--- config.mk ---
export PLATFORM = sky130hd
export DESIGN_NAME = pipe_mux_stage
export DESIGN_NICKNAME = d
export VERILOG_FILES = /design/src/rtl/pipe_mux_pkg.sv /design/src/rtl/pipe_mux_mux_n.sv /design/src/rtl/pipe_mux_stage.sv
export SDC_FILE = /design/constraint.sdc
export NUM_CORES = 1
export LEC_CHECK = 0
export CORE_UTILIZATION = 40
export DETAILED_ROUTE_END_ITERATION = 8
export PLACE_DENSITY = 0.87
export SYNTH_ARGS = -nofsm -noshare
export SYNTH_HDL_FRONTEND = slang
export SYNTH_SLANG_ARGS = --single-unit
--- constraint.sdc ---
create_clock -name clk -period 2.84 [get_ports clk]
set_input_delay 0.284 -clock clk [delete_from_list [all_inputs] [get_ports clk]]
set_output_delay 0.284 -clock clk [all_outputs]
set_load 0.02 [all_outputs]
--- src/rtl/pipe_mux_pkg.sv ---
// Shared types and constants for the registered N:1 select stage.
// Build option PIPE_MUX_SELCHK_EN adds the sticky sel_err output to pipe_mux_stage.
package pipe_mux_pkg;

   localparam int unsigned DEF_WIDTH  = 32;
   localparam int unsigned DEF_NUM_IN = 4;

   typedef enum logic [1:0] {
      EMPTY = 2'd0,
      ONE   = 2'd1,
      FULL  = 2'd2
   } state_e;

   function automatic int unsigned sel_width(input int unsigned n);
      return (n <= 2) ? 1 : $clog2(n);
   endfunction

endpackage

--- src/rtl/pipe_mux_mux_n.sv ---
// Combinational NUM_IN:1 WIDTH-bit selector; an out-of-range select yields all-zero.
module mux_n
   import pipe_mux_pkg::*;
#(
   parameter  int unsigned WIDTH  = DEF_WIDTH,
   parameter  int unsigned NUM_IN = DEF_NUM_IN,
   localparam int unsigned SEL_W  = sel_width(NUM_IN)
) (
   input  logic [NUM_IN*WIDTH-1:0] i_data,
   input  logic [SEL_W-1:0]        i_sel,
   output logic [WIDTH-1:0]        o_data
);

   always_comb begin
      o_data = '0;
      for (int unsigned k = 0; k < NUM_IN; k++) begin
         if (32'(i_sel) == k) begin
            o_data = i_data[k*WIDTH +: WIDTH];
         end
      end
   end

endmodule

--- src/rtl/pipe_mux_stage.sv ---
// Registered N:1 select stage with valid/ready handshake and a 2-entry skid buffer.
// Build option PIPE_MUX_SELCHK_EN adds the sticky out-of-range select flag sel_err.
module pipe_mux_stage
   import pipe_mux_pkg::*;
#(
   parameter  int unsigned WIDTH  = DEF_WIDTH,
   parameter  int unsigned NUM_IN = DEF_NUM_IN,
   localparam int unsigned SEL_W  = sel_width(NUM_IN)
) (
   input  logic                    clk,
   input  logic                    rst,
   input  logic [NUM_IN*WIDTH-1:0] in_data,
   input  logic [SEL_W-1:0]        in_sel,
   input  logic                    in_valid,
   output logic                    in_ready,
   input  logic                    flush,
   output logic [WIDTH-1:0]        out_data,
   output logic                    out_valid,
   input  logic                    out_ready
`ifdef PIPE_MUX_SELCHK_EN
   ,
   output logic                    sel_err
`endif
);

   state_e             r_state;
   state_e             w_state_nxt;
   logic               r_in_ready;
   logic               r_out_valid;
   logic [WIDTH-1:0]   r_out_data;
   logic [WIDTH-1:0]   r_skid_data;
   logic [WIDTH-1:0]   w_sel_data;
   logic               w_acc;
   logic               w_pop;
   logic               w_ld_out_in;
   logic               w_ld_out_skid;
   logic               w_ld_skid;

   mux_n #(
      .WIDTH  (WIDTH),
      .NUM_IN (NUM_IN)
   ) u_mux (
      .i_data (in_data),
      .i_sel  (in_sel),
      .o_data (w_sel_data)
   );

   assign w_acc = in_valid & r_in_ready;
   assign w_pop = r_out_valid & out_ready;

   always_comb begin
      w_state_nxt   = r_state;
      w_ld_out_in   = 1'b0;
      w_ld_out_skid = 1'b0;
      w_ld_skid     = 1'b0;
      case (r_state)
         EMPTY: begin
            if (w_acc) begin
               w_state_nxt = ONE;
               w_ld_out_in = 1'b1;
            end
         end
         ONE: begin
            if (w_acc && !w_pop) begin
               w_state_nxt = FULL;
               w_ld_skid   = 1'b1;
            end else if (w_acc) begin
               w_ld_out_in = 1'b1;
            end else if (w_pop) begin
               w_state_nxt = EMPTY;
            end
         end
         FULL: begin
            if (w_pop) begin
               w_state_nxt   = ONE;
               w_ld_out_skid = 1'b1;
            end
         end
         default: w_state_nxt = EMPTY;
      endcase
      // Squash overrides any same-cycle accept; a same-cycle pop has already transferred.
      if (flush) begin
         w_state_nxt   = EMPTY;
         w_ld_out_in   = 1'b0;
         w_ld_out_skid = 1'b0;
         w_ld_skid     = 1'b0;
      end
   end

   always_ff @(posedge clk) begin
      if (rst) begin
         r_state     <= EMPTY;
         r_in_ready  <= 1'b1;
         r_out_valid <= 1'b0;
         r_out_data  <= '0;
         r_skid_data <= '0;
      end else begin
         r_state     <= w_state_nxt;
         r_in_ready  <= (w_state_nxt != FULL);
         r_out_valid <= (w_state_nxt != EMPTY);
         if (w_ld_out_in) begin
            r_out_data <= w_sel_data;
         end else if (w_ld_out_skid) begin
            r_out_data <= r_skid_data;
         end
         if (w_ld_skid) begin
            r_skid_data <= w_sel_data;
         end
      end
   end

   assign in_ready  = r_in_ready;
   assign out_valid = r_out_valid;
   assign out_data  = r_out_data;

`ifdef PIPE_MUX_SELCHK_EN
   logic r_sel_err;

   always_ff @(posedge clk) begin
      if (rst) begin
         r_sel_err <= 1'b0;
      end else if (w_acc && (32'(in_sel) >= NUM_IN)) begin
         r_sel_err <= 1'b1;
      end
   end

   assign sel_err = r_sel_err;
`endif

endmodule

==> results.json, run 1 <==
{
  "outcome": "completed",
  "grt_pass1_wl_mm": 16.57,
  "fraction_of_power_consumed_by_the_clock_network": 0.305,
  "ys_types": 32,
  "worst_path_dominant_cell_family": "simple AND/OR/NAND/NOR gates",
  "worst_pin_slew_ns": 1.109,
  "die_height_um": 96.02,
  "detailroute.via_count": 3440,
  "share_of_total_power_in_sequential_cells": 0.450,
  "resize_count_post_cts": 0,
  "fin_ws_ns": 0.8364,
  "final_min_period_over_clock_period": 0.7055,
  "powerDensity_mw_per_mm2": 417.7,
  "htree_num_levels": 3,
  "total_die_area_mm2": 0.009220,
  "top_level_ports": 169,
  "pre_cts_slack_ns": 0.5501,
  "synth_warnings": 0,
  "place.port_buffers": 168,
  "power.switching_fraction": 0.2527,
  "final_setup_violations": 0,
  "clockRootBuffer": "sky130_fd_sc_hd__clkbuf_8",
  "timing_max_transition_violations_final": 0,
  "fin_nets": 648,
  "clock_sink_count": 68,
  "relSlewSlack": 0.2609,
  "startpoint_type": "input pin",
  "clkSlewWorstSetupHoldPaths_ns": 0.07,
  "vias_in_the_first_global_route": 3526,
  "finalCriticalPeriod_ns": 2.004,
  "yosys_register_bits": 68,
  "final_hold_viol_count": 0,
  "post_synth_instance_area_mm2": 0.003536,
  "num_antenna_cells": 0,
  "drive_gt1_frac": 0.1354,
  "cts_inserted_buffers": 9,
  "floorplan.rows": 33,
  "synthFlopType": "sky130_fd_sc_hd__dfxtp_1",
  "cp.required_ns": 3.08,
  "total_switching_power_uw": 572.7,
  "drc": 0,
  "core_area_mm2": 0.008382,
  "post_drt_wl_per_cell_um": 16.93,
  "yosysSeqAreaShare": 0.3850,
  "worst_clock_skew_ns": 0.005701,
  "cts_post_setup_buffers_inserted": 0,
  "number_of_nets_in_the_synthesized_netlist": 494,
  "syn_area_per_cell_um2": 9.849,
  "combinationalPowerShare": 0.245,
  "cell_internal_pwr_uw": 1694,
  "leakage_uw": 0.001859,
  "crit_arrival_ns": 2.24,
  "asyncSetResetFlopFracSynth": 0,
  "insertion_delay_ns": 0.33,
  "setup_tns_ns": 0,
  "hold_worst_slack_ns": 0.4572,
  "detail_route.wirelength_mm": 10.53,
  "via_per_inst": 5.531,
  "critical_path_capture_point_type": "flip-flop",
  "highest_cell_delay_on_the_worst_timing_path_ns": 0.62,
  "synth_edf_count": 0,
  "flow.area_growth_from_synthesis_pct": 53.43,
  "gpl.final_weighted_congestion": 0.7814,
  "most_frequent_cells_in_the_layout": "166 x sky130_fd_sc_hd__clkdlybuf4s50_1, 81 x sky130_fd_sc_hd__nand2_1, 68 x sky130_fd_sc_hd__dfxtp_1",
  "critical_path.cell_chain": "clkdlybuf4s50_1 -> nand4b_1 -> nor2_1 -> nand2_1 -> a311oi_2",
  "placed_cell_area_mm2": 0.005256,
  "cts_tree": "done",
  "critPathMaxFanout": 8,
  "timing_worst_setup_path_type": "input pin to flip-flop",
  "drt_pass1_iterations": 4,
  "syn-instance-count": 359,
  "crit_buf_inv": 1,
  "peakVddDrop_mv": 0.2207,
  "final_area_mm2": 0.005425,
  "floorplan.initialDensity": 0.4219,
  "post_cts_hold_buffer_count": 0,
  "detailedPlacementHpwl_mm": 7.812,
  "most_common_cell_after_layout_fill_and_taps_aside": "sky130_fd_sc_hd__clkdlybuf4s50_1",
  "fp.dieW_um": 96.02,
  "grt_use_total": 0.2378,
  "antenna_found_initial": 0,
  "final_antenna_net_count": 0,
  "rsz0062_at_grt": "no",
  "clock_path_buffers": 2,
  "critPathSlowestCell": "sky130_fd_sc_hd__nor2_1",
  "achievable-frequency_mhz": 499.1,
  "hold_class": "flip-flop to flip-flop",
  "max_cap_viol_count": 0,
  "globalRoute.totalOverflow": 0,
  "largest_net_degree_at_the_start_of_global_routing": 41,
  "rrSetupSlack_ns": 0.88,
  "initialDrtViolationCount": 115
}
-- sequential cells by signal, summed over array words and instances, names as in the netlist --
signal and cells:
out_data 32, r_state 2, r_skid_data 32, out_valid 1, in_ready 1
-- final timing paths --
check,from,end,cells after the start
setup / recovery,out_ready,out_data[1],5
hold / removal,r_skid_data[17],r_skid_data[17],2
setup reg to reg,r_state[0],r_skid_data[2],4
hold reg to reg,r_skid_data[17],r_skid_data[17],2
-- tightest hold or removal path, delay by kind of cell, from the launching register on --
| family | cells | cell delay (ns) |
|---|---|---|
| DFF | 1 | 0.31 |
| and+or+nand+nor | 1 | 0.05 |
| AOI/OAI and AO/OA | 1 | 0.05 |
-- per-stage QoR --
stage | util | std cells | total power (µW)
floorplan | - | 359 | 1301
global placement | 0.6271 | 607 | 1584
detailed placement | 0.6271 | 607 | 1597
CTS | 0.6473 | 622 | 2289
global route | 0.6473 | 622 | 2369
finish | 0.6473 | 622 | 2266
-- per-layer routing --
layer	wire, µm	vias up	track usage
li1	-	1628	-
met1	4006	1641	0.2722
met2	5553	146	0.4167
met3	651	25	0.05608
met4	321	0	0.1107
met5	0	-	0
-- power by group through the flow --
stage	combinational (µW)	clock (µW)	sequential (µW)
after floorplan	221	0	1080
after global placement	545	0	1040
after detailed placement	556	0	1040
after CTS	559	710	1020
after global routing	593	752	1020
final	555	691	1020
-- cells by family (layout without fill, tap and decap cells) --
logic type / after synthesis / in the layout / synth area share
AND/OR/NAND/NOR: 151 / 151 / 0.1858
AO/OA/AOI/OAI: 74 / 74 / 0.1734
flip-flops: 68 / 68 / 0.3850
multiplexers: 33 / 33 / 0.2067
buffers and inverters: 33 / 191 / 0.04918
-- synth_stat cells, types with 3 or more instances --
cell,instances,area share
sky130_fd_sc_hd__a21oi_1,34,0.048
sky130_fd_sc_hd__a311oi_2,8,0.034
sky130_fd_sc_hd__a32oi_1,3,0.0074
sky130_fd_sc_hd__and2_1,3,0.0053
sky130_fd_sc_hd__buf_1,3,0.0032
sky130_fd_sc_hd__buf_2,10,0.014
sky130_fd_sc_hd__buf_6,4,0.013
sky130_fd_sc_hd__clkbuf_1,14,0.015
sky130_fd_sc_hd__dfxtp_1,68,0.38
sky130_fd_sc_hd__mux4_2,32,0.20
sky130_fd_sc_hd__nand2_1,81,0.086
sky130_fd_sc_hd__nand2b_1,3,0.0053
sky130_fd_sc_hd__nor2_1,32,0.034
sky130_fd_sc_hd__nor3_1,21,0.030
sky130_fd_sc_hd__o21ai_1,3,0.0042
sky130_fd_sc_hd__o221a_1,20,0.064
-- final cells by class --
cell class	count	area (µm²)
Clock buffer	13	158.9
Tap cell	105	131.4
Fill cell	684	2957
Timing Repair Buffer	176	1757
Clock inverter	2	10.01
Sequential cell	68	1361
Multi-Input combinational cell	258	2007
Note: power is estimated with default switching activity, not from simulation.
==> run 2, diff against run 1 <==
CORE_UTILIZATION = 37   (was 40)
PLACE_DENSITY = 0.85   (was 0.87)
clock period = 1.7 ns   (was 2.84 ns; I/O delays follow)
==> run 2 against run 1 <==
Effect of this change:
- routed wire length grew 0.90%
- critical path depth decreased by 1
- first-iteration DRC count is 36% higher
- sequential cell count is the same
==> results.json, run 2 (synthesized netlist as in run 1, its figures left out) <==
{
  "total_switching_power_uw": 1031,
  "crit_arrival_ns": 1.85,
  "cell_internal_pwr_uw": 3120,
  "place.port_buffers": 168,
  "clkSlewWorstSetupHoldPaths_ns": 0.08,
  "combinationalPowerShare": 0.231,
  "achievable-frequency_mhz": 615.9,
  "timing_worst_setup_path_type": "flip-flop to flip-flop",
  "worst_clock_skew_ns": 0.009465,
  "utilization": 0.6112,
  "initialDrtViolationCount": 156,
  "top_level_ports": 169,
  "fraction_of_power_consumed_by_the_clock_network": 0.357,
  "flow.area_growth_from_synthesis_pct": 59.73,
  "cp.required_ns": 1.93,
  "final_antenna_net_count": 0,
  "drc": 0,
  "post_cts_hold_buffer_count": 0,
  "gpl.final_weighted_congestion": 0.7615,
  "num_antenna_cells": 0,
  "grt_pass1_wl_mm": 17.09,
  "critical_path.cell_chain": "a21boi_2 -> or3_2 -> buf_4 -> o221a_1",
  "detailroute.via_count": 3555,
  "clockRootBuffer": "sky130_fd_sc_hd__clkbuf_8",
  "cts_tree": "done",
  "final_hold_viol_count": 0,
  "total_die_area_mm2": 0.009951,
  "largest_net_degree_at_the_start_of_global_routing": 35,
  "globalRoute.totalOverflow": 0,
  "fp.dieW_um": 99.76,
  "detail_route.wirelength_mm": 10.63,
  "post_drt_wl_per_cell_um": 16.10,
  "leakage_uw": 0.001963,
  "most_frequent_cells_in_the_layout": "166 x sky130_fd_sc_hd__clkdlybuf4s50_1, 81 x sky130_fd_sc_hd__nand2_1, 68 x sky130_fd_sc_hd__dfxtp_1",
  "hold_class": "input pin to flip-flop",
  "floorplan.initialDensity": 0.3827,
  "htree_num_levels": 3,
  "cts_inserted_buffers": 9,
  "critPathMaxFanout": 21,
  "die_height_um": 99.76,
  "critical_path_capture_point_type": "flip-flop",
  "drt_pass1_iterations": 4,
  "vias_in_the_first_global_route": 3676,
  "finalCriticalPeriod_ns": 1.624,
  "worst_pin_slew_ns": 0.3538,
  "timing_max_transition_violations_final": 0,
  "detailedPlacementHpwl_mm": 8.117,
  "rrSetupSlack_ns": 0.08,
  "powerDensity_mw_per_mm2": 734.9,
  "resize_count_post_cts": 0,
  "clock_sink_count": 68,
  "core_area_mm2": 0.009240,
  "critPathSlowestCell": "sky130_fd_sc_hd__or3_2",
  "relSlewSlack": 0.7641,
  "floorplan.rows": 35,
  "final_min_period_over_clock_period": 0.9551,
  "insertion_delay_ns": 0.34,
  "fin_nets": 661,
  "grt_use_total": 0.2182,
  "drive_gt1_frac": 0.1638,
  "outcome": "completed",
  "max_cap_viol_count": 0,
  "via_per_inst": 5.386,
  "final_setup_violations": 0,
  "power.switching_fraction": 0.2483,
  "highest_cell_delay_on_the_worst_timing_path_ns": 0.48,
  "rsz0062_at_grt": "yes",
  "startpoint_type": "flip-flop",
  "peakVddDrop_mv": 0.3741,
  "post-layout-total-power_uw": 4151,
  "clock_path_buffers": 2,
  "share_of_total_power_in_sequential_cells": 0.411,
  "nFillCells": 762,
  "antenna_found_initial": 0,
  "most_common_cell_after_layout_fill_and_taps_aside": "sky130_fd_sc_hd__clkdlybuf4s50_1",
  "cts_post_setup_buffers_inserted": 0
}
-- run 2: changes by cell type in the layout (fill, tap and decap cells not counted) --
cell,before,now
sky130_fd_sc_hd__or3_1,2,1
sky130_fd_sc_hd__clkinv_4,0,2
sky130_fd_sc_hd__bufinv_16,0,2
sky130_fd_sc_hd__buf_12,2,5
sky130_fd_sc_hd__or3_2,0,1
sky130_fd_sc_hd__buf_4,6,16
sky130_fd_sc_hd__clkbuf_1,2,0
sky130_fd_sc_hd__clkbuf_8,11,10
-- run 2: power groups by stage --
stage / combinational [µW] / sequential [µW] / clock, µW
6_report: 960 / 1710 / 1480
5_1_grt: 1020 / 1710 / 1570
4_1_cts: 966 / 1710 / 1500
3_5_place_dp: 965 / 1740 / 0
3_3_place_gp: 936 / 1740 / 0
2_1_floorplan: 369 / 1800 / 0
-- run 2: worst max-delay path: cells and delay by family (launching register included) --
kind / cells / cell delay [ns]
and+or+nand+nor: 1 / 0.48
AOI/OAI and AO/OA: 2 / 0.44
DFF: 1 / 0.35
buffers and inverters: 1 / 0.24
-- run 2: cell type report --
| cell class | count | area (µm²) | share of cell area |
|---|---|---|---|
| clock inverters | 6 | 87.58 | 0.01551 |
| clock buffers | 10 | 137.6 | 0.02437 |
| flip-flops and latches | 68 | 1361 | 0.2410 |
| repair buffers | 189 | 1892 | 0.3350 |
| well taps | 129 | 161.4 | 0.02858 |
| multi-input cells | 258 | 2008 | 0.3556 |
-- run 2: metrics by stage --
| step | setup TNS [ns] | hold slack (ns) | instance area (µm²) | instances | worst slack (ns) |
|---|---|---|---|---|---|
| detailed placement | -7.508 | 0.4348 | 5423 | 644 | -0.1975 |
| CTS | 0 | 0.06570 | 5648 | 660 | 0.07481 |
| global route | -0.003782 | 0.07808 | 5648 | 660 | -0.003782 |
| floorplan | 0 | 0.2764 | 3536 | 359 | 0.1029 |
| finish | 0 | 0.07733 | 5648 | 660 | 0.07635 |
| global placement | -4.651 | 0.4308 | 5423 | 644 | -0.1650 |
-- run 2: path summary, 6_finish.rpt --
check	startpoint	to	cells past startpoint
setup / recovery	r_state[0]	out_data[6]	4
hold reg to reg	r_skid_data[15]	r_skid_data[15]	2
setup reg to reg	r_state[0]	out_data[6]	4
hold / removal	rst	r_state[1]	2
-- run 2: routing by layer --
| metal | vias up | share of wire | track usage |
|---|---|---|---|
| met1 | 1711 | 0.39 | 0.2537 |
| met4 | 0 | 0.021 | 0.07692 |
| met2 | 162 | 0.53 | 0.3873 |
| li1 | 1658 | - | - |
| met5 | - | 0 | 0 |
| met3 | 24 | 0.066 | 0.05552 |
==> run 3, diff against run 2 <==
TNS_END_PERCENT = 100   (was not set)
==> results of run 3 <==
Same layout as run 2: the final DEF is identical, and so are final timing and power.
